$ cat src/rtl/register_file_mp.sv
// Multi-port integer register file with combinational read ports, two
// writeback ports, optional write-to-read bypass and a busy scoreboard.

module register_file_mp_rd #(
  parameter int DATA_W   = 32,
  parameter int NUM_REGS = 32,
  parameter int ADDR_W   = 5,
  parameter int BYPASS   = 1
) (
  input  logic                             live,
  input  logic [ADDR_W-1:0]                addr,
  input  logic [NUM_REGS-1:0][DATA_W-1:0]  regs,
  input  logic [NUM_REGS-1:0]              busy,
  input  logic                             wr0_ok,
  input  logic [ADDR_W-1:0]                wr0_addr,
  input  logic [DATA_W-1:0]                wr0_data,
  input  logic                             wr1_ok,
  input  logic [ADDR_W-1:0]                wr1_addr,
  input  logic [DATA_W-1:0]                wr1_data,
  output logic [DATA_W-1:0]                rd_data,
  output logic                             rd_busy
);
  logic in_range;
  assign in_range = ({1'b0, addr} < (ADDR_W+1)'(NUM_REGS));

  always_comb begin
    rd_data = '0;
    rd_busy = 1'b0;
    if (live && in_range) begin
      rd_data = regs[addr];
      rd_busy = busy[addr];
      // A write landing this cycle both supplies the data and retires the producer.
      if (BYPASS != 0) begin
        if (wr1_ok && wr1_addr == addr) begin
          rd_data = wr1_data;
          rd_busy = 1'b0;
        end else if (wr0_ok && wr0_addr == addr) begin
          rd_data = wr0_data;
          rd_busy = 1'b0;
        end
      end
    end
  end
endmodule

module register_file_mp #(
  parameter int DATA_W   = 32,
  parameter int NUM_REGS = 32,
  parameter int ADDR_W   = $clog2(NUM_REGS),
  parameter int NUM_RD   = 2,
  parameter int BYPASS   = 1,
  parameter int ZERO_REG = 1
) (
  input  logic                     clk,
  input  logic                     rst_n,
  input  logic [NUM_RD*ADDR_W-1:0] rs_addr,
  output logic [NUM_RD*DATA_W-1:0] rs_data,
  output logic [NUM_RD-1:0]        rs_busy,
  input  logic                     wr0_en,
  input  logic [ADDR_W-1:0]        wr0_addr,
  input  logic [DATA_W-1:0]        wr0_data,
  input  logic                     wr1_en,
  input  logic [ADDR_W-1:0]        wr1_addr,
  input  logic [DATA_W-1:0]        wr1_data,
  input  logic                     iss_en,
  input  logic [ADDR_W-1:0]        iss_addr,
  input  logic                     flush,
  output logic [ADDR_W:0]          busy_cnt
);
  localparam int CW = ADDR_W + 1;

  logic [NUM_REGS-1:0][DATA_W-1:0] regs;
  logic [NUM_REGS-1:0]             busy, busy_nxt;
  logic [CW-1:0]                   cnt_nxt;
  logic                            wr0_ok, wr1_ok, iss_ok;

  function automatic logic addr_ok(input logic [ADDR_W-1:0] a);
    return ({1'b0, a} < CW'(NUM_REGS)) && !(ZERO_REG != 0 && a == '0);
  endfunction

  assign wr0_ok = wr0_en && addr_ok(wr0_addr);
  assign wr1_ok = wr1_en && addr_ok(wr1_addr);
  assign iss_ok = iss_en && addr_ok(iss_addr);

  // wr1 is applied last so it wins a same-address collision.
  always_ff @(posedge clk or negedge rst_n) begin
    if (!rst_n) begin
      regs <= '0;
    end else begin
      if (wr0_ok) regs[wr0_addr] <= wr0_data;
      if (wr1_ok) regs[wr1_addr] <= wr1_data;
    end
  end

  // Later assignments carry higher priority: flush > issue > writeback clear.
  always_comb begin
    busy_nxt = busy;
    if (wr0_ok) busy_nxt[wr0_addr] = 1'b0;
    if (wr1_ok) busy_nxt[wr1_addr] = 1'b0;
    if (iss_ok) busy_nxt[iss_addr] = 1'b1;
    if (flush)  busy_nxt = '0;
  end

  always_comb begin
    cnt_nxt = '0;
    for (int i = 0; i < NUM_REGS; i++) cnt_nxt = cnt_nxt + CW'(busy_nxt[i]);
  end

  always_ff @(posedge clk or negedge rst_n) begin
    if (!rst_n) begin
      busy     <= '0;
      busy_cnt <= '0;
    end else begin
      busy     <= busy_nxt;
      busy_cnt <= cnt_nxt;
    end
  end

  for (genvar k = 0; k < NUM_RD; k++) begin : g_rd
    register_file_mp_rd #(
      .DATA_W(DATA_W), .NUM_REGS(NUM_REGS), .ADDR_W(ADDR_W), .BYPASS(BYPASS)
    ) u_rd (
      .live     (rst_n),
      .addr     (rs_addr[k*ADDR_W +: ADDR_W]),
      .regs     (regs),
      .busy     (busy),
      .wr0_ok   (wr0_ok),
      .wr0_addr (wr0_addr),
      .wr0_data (wr0_data),
      .wr1_ok   (wr1_ok),
      .wr1_addr (wr1_addr),
      .wr1_data (wr1_data),
      .rd_data  (rs_data[k*DATA_W +: DATA_W]),
      .rd_busy  (rs_busy[k])
    );
  end
endmodule
$ cat config.mk
export PLATFORM = sky130hd
export DESIGN_NAME = register_file_mp
export DESIGN_NICKNAME = d
export VERILOG_FILES = /design/src/rtl/register_file_mp.sv
export SDC_FILE = /design/constraint.sdc
export NUM_CORES = 2
export LEC_CHECK = 0
export BUFFER_PORTS_ARGS = -buffer_cell sky130_fd_sc_hd__buf_2
export CAP_MARGIN = 15
export CORE_AREA = 2 2 416 418
export CTS_CLUSTER_SIZE = 24
export DETAILED_ROUTE_END_ITERATION = 10
export DIE_AREA = 0 0 418 420
export HOLD_SLACK_MARGIN = 0.08
export MAX_ROUTING_LAYER = met4
export PLACE_DENSITY_LB_ADDON = 0.1
export RECOVER_POWER = 100
export SLEW_MARGIN = 15
export SYNTH_ARGS = -nofsm -noshare
export SYNTH_HDL_FRONTEND = slang
export SYNTH_SLANG_ARGS = --single-unit
$ cat constraint.sdc
create_clock -name clk -period 8.5 [get_ports clk]
set_input_delay 1.7 -clock clk [delete_from_list [all_inputs] [get_ports clk]]
set_output_delay 1.7 -clock clk [all_outputs]
set_load 0.05 [all_outputs]
# Word-level counts from Yosys, hierarchy flattened
# Index checks and enable logic that the tools add are counted.
[classes]
bitwise_logic = 5
n_reduce_logical = 16
order_cmp = 8
n_addsub = 31
mux = 38
n_eq_ne = 4
[ops]
columns = ["operator", "n"]
rows = [
  ["1024-bit bitwise mux", 2],
  ["1024-bit 2-to-1 mux", 2],
  ["32-bit 2-to-1 mux", 14],
  ["32-bit binary-select mux with 5-bit select", 2],
  ["32-bit demux with 5-bit select", 2],
  ["6-bit by 1-bit adder with 6-bit output", 26],
  ["32-bit bitwise AND", 2],
  ["32-bit NOT", 2],
  ["32-bit OR", 1],
  ["5-bit by 6-bit less-than comparator with 1-bit output (second input constant)", 5],
  ["5-bit == test", 4],
  ["1-bit demux with 5-bit select", 3],
  ["5-bit by 1-bit >= comparator with 1-bit output (second input constant)", 3],
  ["5-bit zero test", 3],
  ["1-bit 2-to-1 mux", 11],
  ["1-bit binary-select mux with 5-bit select", 2],
  ["1-bit logical AND", 10],
  ["5-bit by 1-bit adder with 6-bit output", 1],
  ["4-bit by 1-bit adder with 5-bit output", 1],
  ["3-bit by 1-bit adder with 4-bit output", 1],
  ["2-bit by 1-bit adder with 3-bit output", 1],
  ["1-bit zero test", 3],
  ["1-bit by 1-bit adder with 2-bit output", 1],
]
[totals]
word_cells = 136
regBits = 1062
inputBits = 95
output_inout_bits = 72

# Depth between registers and ports, before layout
[depth]
depth_word = 43
mapped_depth = 23
ltp_nobuf = 21

# Modules after synthesis
# A second synthesis with hierarchy kept.
[unflattened]
cells_unflattened = 7058
area_unflattened_um2 = 67060.6
[by_module_without_submodules]
columns = ["mod", "area_per_inst_um2", "instances", "cells_each"]
rows = [
  ["register_file_mp", 48738.0, 1, 5464],
  ["register_file_mp_rd", 9161.3, 2, 797],
]

# Worst setup path before layout
# OpenSTA, ideal clock, no wires.
[synth_timing]
path_kind = "input-to-reg"
from = "input wr0_en"
to = "register busy_cnt[4]"
setup_slack_ps = 1379
t_arrival_ps = 6998
stages = 23
cell_sequence = "clkbuf_1 > buf_2 > nand3_1 > nor3_2 > buf_2 > inv_1 > a32oi_1 > nor2_1 > fa_1 > fa_1 > fa_1 > fa_1 > fa_1 > inv_1 > fa_1 > inv_1 > ha_1 > inv_1 > fa_1 > inv_1 > a21o_1 > a21oi_1 > xnor2_1"
[synth_between]
elab_cells_between_ends = 38
[synth_rtl]
columns = ["item", "line", "text"]
rows = [
  ["start, declared", "59", "input logic wr0_en,"],
  ["1-bit logical AND *", "81", "assign wr0_ok = wr0_en && addr_ok(wr0_addr);"],
  ["32-bit 2-to-1 mux *", "98", "if (wr0_ok) busy_nxt[wr0_addr] = 1'b0;"],
  ["32-bit bitwise AND (no line)", "-", ""],
  ["32-bit 2-to-1 mux *", "99", "if (wr1_ok) busy_nxt[wr1_addr] = 1'b0;"],
  ["32-bit OR (no line)", "-", ""],
  ["32-bit 2-to-1 mux *", "100", "if (iss_ok) busy_nxt[iss_addr] = 1'b1;"],
  ["32-bit 2-to-1 mux *", "101", "if (flush) busy_nxt = '0;"],
  ["via busy_nxt[15]", "73", "logic [NUM_REGS-1:0] busy, busy_nxt;"],
  ["6-bit by 1-bit adder with 6-bit output * (17 in series)", "106", "for (int i = 0; i < NUM_REGS; i++) cnt_nxt = cnt_nxt + CW'(busy_nxt[i]);"],
  ["via cnt_nxt[4]", "74", "logic [CW-1:0] cnt_nxt;"],
  ["end signal, assigned", "115", "busy_cnt <= cnt_nxt;"],
  ["end, declared", "68", "output logic [ADDR_W:0] busy_cnt"],
]
# The timed path passes the listed nets; every way through them passes the cells marked *.

# Worst setup path in the final report
[layout_timing]
from = "input wr0_addr[4]"
to = "output rs_data[50]"
[layout_between]
elab_chain_cells = 7
elab_cells_between_ends = 8
[layout_lines]
columns = ["item", "line", "text"]
rows = [
  ["start, declared", "60", "input logic [ADDR_W-1:0] wr0_addr,"],
  ["5-bit zero test", "78", "return ({1'b0, a} < CW'(NUM_REGS)) && !(ZERO_REG != 0 && a == '0);"],
  ["1-bit zero test", "78", ""],
  ["1-bit logical AND", "81", ""],
  ["1-bit logical AND *", "37", "end else if (wr0_ok && wr0_addr == addr) begin"],
  ["32-bit 2-to-1 mux *", "37", ""],
  ["32-bit 2-to-1 mux *", "34", "if (wr1_ok && wr1_addr == addr) begin"],
  ["32-bit 2-to-1 mux *", "29", "if (live && in_range) begin"],
  ["end, declared", "57", "output logic [NUM_RD*DATA_W-1:0] rs_data,"],
]
# Every way passes the cells marked *; elsewhere a longest branch is shown, timed or not.

==> flow_summary.ini <==
[floorplanning]
core.rowCount = 152
core_area_mm2 = 0.171
die_y_um = 420
start_util = 0.398
ios = 167
die_w_um = 418
die_area_mm2 = 0.176

[placement]
place_hpwl_um = 182000
port_buffers = 166
dpl.cell_count = 8361
place.gp.congestion = 0.940
placed_cell_area_mm2 = 0.0705

[global_routing]
grt_pass1_wl_um = 444000
grt_max_degree = 140
groute.usage.overall = 0.371
grt_pass1_vias = 53800
grt_overflow = 0
antenna_found_initial = 34

[sta]
fin_tns_setup_ns = 0
hold_violations = 0
relSlewSlack = -2.34
rsz0062_at_grt = no
setup_viol = 0
finalClockSkew_ns = 0.0128
min_period_ns = 7.82
slew_viol_final = 2538
post-route-period-util = 0.920
clock.fmax_mhz = 128
worstMarginPinSlew_ns = 5.00

[layout]
final_net_count = 6392
layoutNonFillerInstCount = 8633
n_fill_cell = 16200
design_area_mm2 = 0.0742
final_util = 0.434
area_growth_pct = 9.05
drive_gt1_frac = 0.165

[setup_path]
critPathKind = input port to primary output
required_ns = 6.80
cp_top_family = buffers and inverters
critPathLaunchType = input port
endpoint_kind = primary output
crit_fanout = 23
max_stage_delay_ns = 0.82
crit_chain = clkbuf_1 -> nor3_1 -> a211o_2 -> or2_2 -> nand3b_1 -> clkbuf_2 -> o221ai_1 -> clkbuf_1
cp_slowest_cell = nor3_1
crit_arrival_ns = 6.12
cp_common_cell = clkbuf_1
path_buf_inv = 3

[drt]
wl_um = 318000
antenna_left = 0
drt-initial-drc-count = 7646
via_per_inst = 6.54
vias = 56400
wl_per_cell_um = 36.9
drt_first_pass_iters = 6
drcViolationCount = 0

[status]
run_status = complete, but fails checks
failed_checks = max-capacitance violations, max-slew violations

[yosys]
avgSynthCellArea_um2 = 10.3
ys.flop_type = dfrtp_1
ys_async_sr_fraction = 1.00
syn_area_mm2 = 0.0680
ys_seq_elements = 1062
synth.net_count = 6762
yosys_warnings = 0
syn_inst = 6636
ys_seq_area_frac = 0.391
synth_edf_count = 0
ys_types = 73

[cts]
cts_tree = built
cts_hold_buf = 0
path_clk_slew_ns = 0.05
root_buffer = clkbuf_16
clkSinkCount = 1062
post_cts_resized = 0
post_cts_buffers = 0
cts_buffers = 136
clock_path_buffers = 3
htree_levels = 4
clock_latency_ns = 0.81

[pwr]
power_mw = 17.7
ir_drop_mv = 0.150
pwr-share-comb = 0.249
power.clock.fraction = 0.336
p_sw_frac = 0.325
p_seq_frac = 0.415
leakagePower_nw = 33.2
p_int_mw = 11.9
power.density_mw_per_mm2 = 239
p_switching_mw = 5.75

[job]
maxCapViolCount = 67

[hold_path]
min_path_type = flop to flop
## synth_stat cells, types with 54 or more instances
master / instances / area share
dfrtp_1: 1062 / 0.39
mux2i_1: 969 / 0.14
a21oi_1: 838 / 0.062
nor2_1: 803 / 0.044
clkbuf_1: 554 / 0.031
mux4_2: 495 / 0.16
nand2_1: 463 / 0.026
o21ai_0: 437 / 0.032
buf_2: 191 / 0.014
nor3_1: 68 / 0.0050
inv_1: 64 / 0.0035
o221ai_1: 61 / 0.0079
a22oi_1: 60 / 0.0066
a32oi_1: 54 / 0.0070
## per-stage QoR
step           setup WS (ns)  hold WS (ns)
2_1_floorplan           1.38         0.441
3_3_place_gp           0.864         0.377
3_5_place_dp           0.878         0.382
4_1_cts                 1.52         0.396
5_1_grt                0.747         0.408
6_report               0.680         0.394
## cells in the final DEF, fill, tap and decap left out, types with 61 or more instances in the layout
cell          n
dfrtp_1    1062
mux2i_1     969
a21oi_1     838
nor2_1      800
mux4_2      495
o21ai_0     439
nand2_1     435
clkbuf_1    147
clkbuf_16   138
buf_2        99
buf_4        93
nor3_1       71
inv_1        62
o221ai_1     61
## layout make-up
class                      count  area, um^2  share of cell area
sequential                  1062       26600               0.358
clock inverter                37         462             0.00622
clock buffer                 205        4000              0.0539
antenna                       30        75.1             0.00101
timing repair buffer         339        2180              0.0294
tap                         2233        2790              0.0377
inverter                      65         245             0.00331
multi-input combinational   4662       37900               0.510
## final timing paths
path / cells past startpoint / slack [ns] / startpoint / endpoint
max: 8 / 0.68 / wr0_addr[4] / rs_data[50]
min: 0 / 0.39 / regs[18] / regs[18]
max reg2reg: 18 / 3.35 / busy[25] / busy_cnt[4]
min reg2reg: 0 / 0.39 / regs[18] / regs[18]
max in group asynchronous: 4 / 2.06 / rst_n / regs[46]
min in group asynchronous: 1 / 0.79 / rst_n / regs[394]
## power by group through the flow
stage          registers, mW  clock network [mW]  logic (mW)
6_report                7.34                5.95        4.41
5_1_grt                 7.50                6.23        4.75
4_1_cts                 7.31                6.02        4.45
3_5_place_dp            7.38                   0        4.44
3_3_place_gp            7.33                   0        4.37
2_1_floorplan           7.02                   0        3.33
## worst reg2reg max path: stages, from the launching register on
cell     delay, ns
dfrtp_1       0.38
a32oi_1       0.14
or2_2         0.32
fa_1          0.53
fa_1          0.53
inv_1         0.06
fa_1          0.54
fa_1          0.45
fa_1          0.49
inv_1         0.05
fa_1          0.44
inv_1         0.07
ha_1          0.16
inv_1         0.06
fa_1          0.45
inv_1         0.07
a21o_1        0.10
a21oi_1       0.07
xnor2_1       0.13
## registers in the layout, indices dropped and copies added (netlist names)
| register | cells |
|---|---|
| regs | 1024 |
| busy | 32 |
| busy_cnt | 6 |
## per-layer routing
metal | routed length [um] | vias up | global-route usage
met5 | 0 | - | -
met4 | 17100 | 0 | 0.180
met3 | 27500 | 810 | 0.0731
met2 | 144000 | 3156 | 0.549
met1 | 130000 | 29000 | 0.490
li1 | - | 23500 | -
## kinds of logic after synthesis
kind of cell,share of synthesized area
buffers and inverters,0.0574
adders and majority gates,0.00835
muxes,0.311
and+or+nand+nor,0.0910
DFF,0.391
AOI/OAI and AO/OA,0.138
xor gates and xnor gates,0.00296
(Power assumes the default switching activity.)
